===== config.mk =====
export PLATFORM = sky130hd
export DESIGN_NAME = alarm_ringer
export DESIGN_NICKNAME = d
export VERILOG_FILES = /design/src/rtl/alarm_ringer.sv
export SDC_FILE = /design/constraint.sdc
export NUM_CORES = 1
export LEC_CHECK = 0
export CAP_MARGIN = 20
export CORE_ASPECT_RATIO = 1.25
export CORE_MARGIN = 2
export CORE_UTILIZATION = 35
export CTS_CLUSTER_SIZE = 20
export DETAILED_ROUTE_END_ITERATION = 6
export MAX_ROUTING_LAYER = met4
export PLACE_DENSITY_LB_ADDON = 0.05
export SYNTH_ARGS = -nofsm -noshare
export SYNTH_HDL_FRONTEND = slang
export SYNTH_SLANG_ARGS = --single-unit
export TNS_END_PERCENT = 50

===== constraint.sdc =====
create_clock -name clk -period 2.46 [get_ports clk]
set_input_delay 0.246 -clock clk [delete_from_list [all_inputs] [get_ports clk]]
set_output_delay 0.246 -clock clk [all_outputs]
set_load 0.05 [all_outputs]

===== src/rtl/alarm_ringer.sv =====
// Alarm ringer: runs the ring / snooze / dismiss sequence from the alarm-match level
// and drives a gated square-wave buzzer plus the ring and snooze indicators.
module alarm_ringer #(
  parameter int unsigned TONE_DIV    = 25000,
  parameter int unsigned BEEP_DIV    = 12500000,
  parameter int unsigned RING_SECS   = 60,
  parameter int unsigned SNOOZE_SECS = 300,
  parameter int unsigned MAX_SNOOZE  = 3
) (
  input  logic       clk,
  input  logic       rst,
  input  logic       tick_1hz,
  input  logic       al_on,
  input  logic       al_enable,
  input  logic       btn_stop,
  input  logic       btn_snooze,
  output logic       buzzer,
  output logic       ring_led,
  output logic       snoozing,
  output logic [1:0] ring_state
);

  localparam int unsigned TONE_W = 16;
  localparam int unsigned BEEP_W = 24;
  localparam int unsigned SEC_W  = 9;
  localparam int unsigned SNZ_W  = 3;

  typedef enum logic [1:0] {
    IDLE   = 2'b00,
    RING   = 2'b01,
    SNOOZE = 2'b10,
    DONE   = 2'b11
  } state_e;

  state_e              state_q, state_d;
  logic [SEC_W-1:0]    sec_cnt_q, sec_cnt_d;
  logic [SNZ_W-1:0]    snz_cnt_q, snz_cnt_d;
  logic [TONE_W-1:0]   tone_cnt_q, tone_cnt_d;
  logic [BEEP_W-1:0]   beat_cnt_q, beat_cnt_d;
  logic                tone_sq_q, tone_sq_d;
  logic                beat_q, beat_d;
  logic                buzzer_q, buzzer_d;
  logic                ring_led_q, snoozing_q;
  logic [2:0]          stop_sync_q, snz_sync_q;
  logic                al_q;
  logic                stop_press, snz_press, al_rise;

  // Two-flop synchronizers with a third delay flop for single-cycle press detection.
  always_ff @(posedge clk) begin
    if (rst) begin
      stop_sync_q <= '0;
      snz_sync_q  <= '0;
    end else begin
      stop_sync_q <= {stop_sync_q[1:0], btn_stop};
      snz_sync_q  <= {snz_sync_q[1:0], btn_snooze};
    end
  end

  // al_q keeps tracking through reset so a match level held across reset is not a new rise.
  always_ff @(posedge clk) begin
    al_q <= al_on;
  end

  assign stop_press = stop_sync_q[1] & ~stop_sync_q[2];
  assign snz_press  = snz_sync_q[1] & ~snz_sync_q[2];
  assign al_rise    = al_on & ~al_q;

  always_comb begin
    state_d    = state_q;
    snz_cnt_d  = snz_cnt_q;
    sec_cnt_d  = sec_cnt_q;
    tone_cnt_d = '0;
    beat_cnt_d = '0;
    tone_sq_d  = 1'b0;
    beat_d     = 1'b0;

    if (state_q == IDLE) snz_cnt_d = '0;

    if (!al_enable) begin
      state_d = IDLE;
    end else begin
      case (state_q)
        IDLE: if (al_rise) state_d = RING;
        RING: begin
          if (stop_press) begin
            state_d = DONE;
          end else if (snz_press && (snz_cnt_q < SNZ_W'(MAX_SNOOZE))) begin
            state_d   = SNOOZE;
            snz_cnt_d = snz_cnt_q + SNZ_W'(1);
          end else if (tick_1hz && (sec_cnt_q == SEC_W'(RING_SECS - 1))) begin
            state_d = DONE;
          end
        end
        SNOOZE: begin
          if (stop_press) begin
            state_d = DONE;
          end else if (tick_1hz && (sec_cnt_q == SEC_W'(SNOOZE_SECS - 1))) begin
            state_d = RING;
          end
        end
        DONE: if (!al_on) state_d = IDLE;
        default: state_d = IDLE;
      endcase
    end

    if (state_d != state_q) sec_cnt_d = '0;
    else if (tick_1hz)      sec_cnt_d = sec_cnt_q + SEC_W'(1);

    // Tone and beat generators run only while staying in RING; zero otherwise and on entry.
    if ((state_q == RING) && (state_d == RING)) begin
      tone_sq_d = tone_sq_q;
      beat_d    = beat_q;
      if (tone_cnt_q == TONE_W'(TONE_DIV - 1)) begin
        tone_cnt_d = '0;
        tone_sq_d  = ~tone_sq_q;
      end else begin
        tone_cnt_d = tone_cnt_q + TONE_W'(1);
      end
      if (beat_cnt_q == BEEP_W'(BEEP_DIV - 1)) begin
        beat_cnt_d = '0;
        beat_d     = ~beat_q;
      end else begin
        beat_cnt_d = beat_cnt_q + BEEP_W'(1);
      end
    end

    buzzer_d = (state_q == RING) & tone_sq_q & ~beat_q;
  end

  always_ff @(posedge clk) begin
    if (rst) begin
      state_q    <= IDLE;
      sec_cnt_q  <= '0;
      snz_cnt_q  <= '0;
      tone_cnt_q <= '0;
      beat_cnt_q <= '0;
      tone_sq_q  <= 1'b0;
      beat_q     <= 1'b0;
      buzzer_q   <= 1'b0;
      ring_led_q <= 1'b0;
      snoozing_q <= 1'b0;
    end else begin
      state_q    <= state_d;
      sec_cnt_q  <= sec_cnt_d;
      snz_cnt_q  <= snz_cnt_d;
      tone_cnt_q <= tone_cnt_d;
      beat_cnt_q <= beat_cnt_d;
      tone_sq_q  <= tone_sq_d;
      beat_q     <= beat_d;
      buzzer_q   <= buzzer_d;
      ring_led_q <= (state_d == RING);
      snoozing_q <= (state_d == SNOOZE);
    end
  end

  assign buzzer     = buzzer_q;
  assign ring_led   = ring_led_q;
  assign snoozing   = snoozing_q;
  assign ring_state = state_q;

endmodule


; ---- Word level (Yosys, flattened, before mapping)
; Cells that the tools add are included.
[word_totals]
reg_bits = 66
word_cells = 62
[op_classes]
mux = 14
n_addsub = 4
n_bitwise = 11
reduce_logical = 9
eq_ne = 10
n_lt_le_gt_ge = 1
[op_table]
columns = op, count
row1 = 24-bit by 1-bit adder with 24-bit output (second input constant), 1
row2 = 24-bit == test (second input constant), 1
row3 = 16-bit by 1-bit adder with 16-bit output (second input constant), 1
row4 = 16-bit by 15-bit == test with 1-bit output (second input constant), 1
row5 = 2-bit 2-to-1 mux, 8
row6 = 3-bit 2-to-1 mux, 5
row7 = 9-bit by 1-bit adder with 9-bit output (second input constant), 1
row8 = 9-bit by 6-bit == test with 1-bit output (second input constant), 1
row9 = 9-bit == test (second input constant), 1
row10 = 2-bit one-hot mux with 4 select lines, 1
row11 = 2-bit == test (second input constant), 3
row12 = 1-bit NOT, 6
row13 = 3-bit OR reduction, 2
row14 = 1-bit bitwise AND, 5
row15 = 2-bit by 1-bit == test with 1-bit output (second input constant), 2
row16 = 1-bit logical AND, 4
row17 = 2-bit OR reduction, 2
row18 = 3-bit by 1-bit adder with 3-bit output (second input constant), 1
row19 = 3-bit by 2-bit less-than comparator with 1-bit output (second input constant), 1
row20 = 2-bit zero test, 1
row21 = 2-bit != test, 1

; ---- Depth between registers and ports, before layout
; Gate-level depths: netlist of the first run.
[logic_depth]
word_depth = 11
ltp_mapped = 8
depth_no_buf = 6

; ---- Worst setup path before layout of the first run
; No wires, ideal clock.
[synth_timing]
path_kind = reg-to-reg
startpoint = register sec_cnt_q[3]
endpoint = register ring_led_q, in the netlist ring_led
t_arrival_ps = 1881
period_less_slack_ps = 1997
stages_incl_launch_ff = 6
path_buffers = 0
setup_time_ps = 115
slack_ps = 463
path_cell_list = dfxtp_1 or3b_1 or4b_4 a211o_1 a21boi_1 nor3b_2
[synth_via]
elab_chain_cells = 8
word_cells_on_any_way = 12
cone_classes = 3 x eq/ne / 7 x mux / 2 x reduce/logical
[synth_lines]
columns = item, line
row1 = from (decl), 36  ; logic [SEC_W-1:0] sec_cnt_q, sec_cnt_d;
row2 = from (signal assigned), 144  ; sec_cnt_q <= sec_cnt_d;
row3 = 9-bit by 6-bit == test with 1-bit output, 90  ; end else if (tick_1hz && (sec_cnt_q == SEC_W'(RING_SECS - 1))) begin
row4 = 1-bit logical AND, 90
row5 = 2-bit 2-to-1 mux, 90
row6 = 2-bit 2-to-1 mux, 87  ; end else if (snz_press && (snz_cnt_q < SNZ_W'(MAX_SNOOZE))) begin
row7 = 2-bit 2-to-1 mux, 85  ; if (stop_press) begin
row8 = 2-bit one-hot mux with 4 select lines (*), 82  ; case (state_q)
row9 = 2-bit 2-to-1 mux (*), 79  ; if (!al_enable) begin
row10 = 2-bit by 1-bit == test with 1-bit output (*), 151  ; ring_led_q <= (state_d == RING);
row11 = to (signal assigned), 151
row12 = to (decl), 43  ; logic ring_led_q, snoozing_q;
; Mark *: on every way between the ends. The rest lies on a longest branch, timed or not.
; A chain may end at the register's enable or synchronous reset.

; ---- Worst setup path after layout of the first run
[layout_timing]
startpoint = register state_q[1], in the netlist ring_state[1]
endpoint = output ring_state[1]
[layout_rtl]
columns = item, line
row1 = from (decl), 35  ; state_e state_q, state_d;
row2 = from (signal assigned), 143  ; state_q <= state_d;
row3 = to (decl), 20  ; output logic [1:0] ring_state
; No word-level cell between the ends.

==> results.py, run 1 <==
metrics = {
    "outcome": {
        "status": "complete, no violations",
    },
    "die": {
        "io_pins": 12,
        "fp.dieArea_um2": 8910,
        "start_util": 0.363,
        "fp.dieW_um": 84.8,
        "core_area_um2": 7880,
        "die_h_um": 105,
        "fp-row-count": 36,
    },
    "grt": {
        "grt_max_degree": 25,
        "grt_pass1_vias": 1994,
        "antenna_found_initial": 0,
        "track_usage": 0.131,
        "grt_pass1_wl_um": 9110,
        "grt_overflow_total": 0,
    },
    "logic_synthesis": {
        "synth_most_common_cell": "nor2_1",
        "syn-instance-count": 317,
        "synth_edf_count": 0,
        "ys_ff_latch": 66,
        "synth_top_area_cell": "dfxtp_1",
        "async_flop_share": 0,
        "ys_top_cells_by_count": "nor2_1 (68), dfxtp_1 (66), xor2_1 (28)",
        "yosysWarnings": 0,
        "ys.flop_type": "dfxtp_1",
        "netlist_top_cells_area": "dfxtp_1 (46%), nor2_1 (8.9%), xor2_1 (8.6%)",
        "syn_area_um2": 2860,
        "synth-seq-area-share": 0.462,
        "yosysTopAreaCellShare": 0.462,
        "synth_cell_types": 45,
        "syn_area_per_cell_um2": 9.01,
        "syn-num-nets": 328,
    },
    "power_and_ir_drop": {
        "power.total_uw": 2020,
        "cellLeakagePower_uw": 0.00107,
        "p_per_area_nw_per_um2": 621,
        "vdd_drop_max_mv": 0.289,
    },
    "cts": {
        "cts-resized-gates": 0,
        "clkLatencyLatePin_ns": 0.35,
        "cts_max_level": 3,
        "tritoncts": "built",
        "cts_buffers": 9,
        "cts_root_buf": "clkbuf_8",
        "clkTransAtPathRegs_ns": 0.08,
        "cts_num_sinks": 66,
        "postCtsSetupRepairBufs": 0,
        "cts_hold_buf": 0,
        "clockBufferDepth": 2,
    },
    "layout": {
        "syn_to_final_growth_pct": 13.9,
        "nFillCells": 798,
        "diodes": 0,
        "instances_no_fill": 436,
        "num-nets-final": 347,
        "fin_util": 0.413,
        "layout-drive-gt1-share": 0.0909,
    },
    "sta": {
        "maxSlewViolCount": 0,
        "worst_pin_slew_ns": 0.528,
        "fin_skew_ns": 0.00865,
        "setup_tns_ns": 0,
        "hold_violations": 0,
        "relSlewSlack": 0.645,
        "fin_crit_sh": 0.871,
        "period_needed_ns": 2.14,
        "clock.fmax_mhz": 467,
        "rsz0062_at_grt": "no",
        "hold_slack_ns": 0.392,
        "setup_viol": 0,
    },
    "worst_hold_path": {
        "hold_depth": 1,
        "min_from": "al_on",
        "whs_endpoint": "al_q",
        "hold_path.class": "in -> reg",
    },
    "place": {
        "dp_hpwl_um": 3570,
        "port_buffers": 11,
        "post-place-cells": 420,
        "gp_congestion": 0.756,
    },
    "setup_path": {
        "r2r_cells": 5,
        "crit_fanout": 17,
        "endpoint_kind": "primary output",
        "crit_path_top_delay_cell": "clkdlybuf4s50_1",
        "crit_required_ns": 2.21,
        "path_cells": "clkdlybuf4s50_1",
        "rrSetupSlack_ns": 0.35,
        "slowest_delay_ns": 0.90,
        "crit_buf_inv": 1,
        "path_delay_family": "buffers and inverters",
        "arrival_ns": 1.90,
        "r2r_end": "ring_led",
        "critical_path_class": "reg -> out",
        "r2r-start": "sec_cnt_q[3]",
        "crit_path_start_kind": "flip-flop",
    },
    "drt": {
        "drcViolationCount": 0,
        "wl_per_cell_um": 12.0,
        "via_count": 2097,
        "wl_um": 5210,
        "detail_route.vias_per_cell": 4.81,
        "drtIter0Drc": 83,
        "firstDrtPassIters": 4,
        "final_antenna_net_count": 0,
    },
    "job": {
        "cap_violations": 0,
    },
}
==> where the power goes <==
group / leakage [µW] / internal (µW) / total, µW / switching (µW)
clock network: 0.0000944 / 445 / 868 / 423
registers: 0.000533 / 1080 / 1090 / 7.44
logic: 0.000444 / 32.7 / 68.7 / 36.0
total: 0.00107 / 1560 / 2020 / 467
==> layout make-up <==
| type | count | area, µm² | share of cell area |
|---|---|---|---|
| multi-input cells | 237 | 1440 | 0.442 |
| flip-flops and latches | 66 | 1320 | 0.406 |
| repair buffers | 17 | 168 | 0.0515 |
| clock buffers | 12 | 165 | 0.0507 |
| well taps | 95 | 119 | 0.0365 |
| clock inverters | 4 | 25.0 | 0.00769 |
| inverters | 5 | 18.8 | 0.00576 |
==> flip-flops by register name, indices dropped and copies added, names as in the netlist, 2 cells and up <==
register     flops
snz_sync_q       3
tone_cnt_q      16
ring_state       2
sec_cnt_q        9
beat_cnt_q      24
snz_cnt_q        3
stop_sync_q      3
==> kinds of logic after synthesis <==
logic type,count (synthesis),share of synthesized area
buffers and inverters,14,0.0341
and+or+nand+nor,168,0.296
AOI/OAI and AO/OA,18,0.0455
DFF,66,0.462
muxes,1,0.00350
adders and majority gates,4,0.0175
xor gates and xnor gates,46,0.141
==> cells in the final DEF, fill, tap and decap left out, types with 2 or more instances in the layout <==
cell type        instances
nor4_1                   3
xnor2_1                 18
nor4b_1                  2
nor3_1                   7
or2_2                    2
o21ai_0                  4
nand2_1                 22
and4_1                   5
nor2b_1                  8
a211o_1                  2
or3_1                    2
ha_1                     4
nand3_1                 17
nor3b_1                  2
nor2_1                  68
or4_1                    2
clkinvlp_4               2
nand4_1                 16
a21oi_1                  4
and3_1                   4
clkdlybuf4s50_1         11
clkinv_2                 2
xor2_1                  28
inv_1                    5
dfxtp_1                 66
buf_4                    5
clkbuf_8                12
==> layer usage <==
layer | up-vias | GRT usage | share of wire
met3 | 11 | 0.0308 | 0.025
met5 | - | - | 0
li1 | 1117 | - | -
met1 | 955 | 0.160 | 0.49
met4 | 0 | 0.0816 | 0.030
met2 | 14 | 0.194 | 0.45
==> worst max path at each step <==
stage,end,from,slack (ns),depth (start not counted)
6_report,ring_state[1],ring_state[1],0.32,1
5_1_grt,ring_led,sec_cnt_q[3],0.22,5
4_1_cts,ring_state[1],ring_state[1],0.28,1
3_5_place_dp,ring_led,tick_1hz,0.30,6
3_3_place_gp,ring_led,tick_1hz,0.33,6
2_1_floorplan,ring_led,sec_cnt_q[3],0.46,5
==> through the flow <==
| step | setup slack [ns] | instance area (µm²) |
|---|---|---|
| 2_1_floorplan | 0.463 | 2860 |
| 3_3_place_gp | 0.326 | 3070 |
| 3_5_place_dp | 0.302 | 3070 |
| 4_1_cts | 0.284 | 3260 |
| 5_1_grt | 0.225 | 3260 |
| 6_report | 0.317 | 3260 |
Note: power is estimated with default switching activity, not from simulation.
==> inputs of run 2 (changes only) <==
- TNS_END_PERCENT: 50 -> 10
==> results of run 2 <==
Final layout, timing and power as in run 1 (identical DEF).
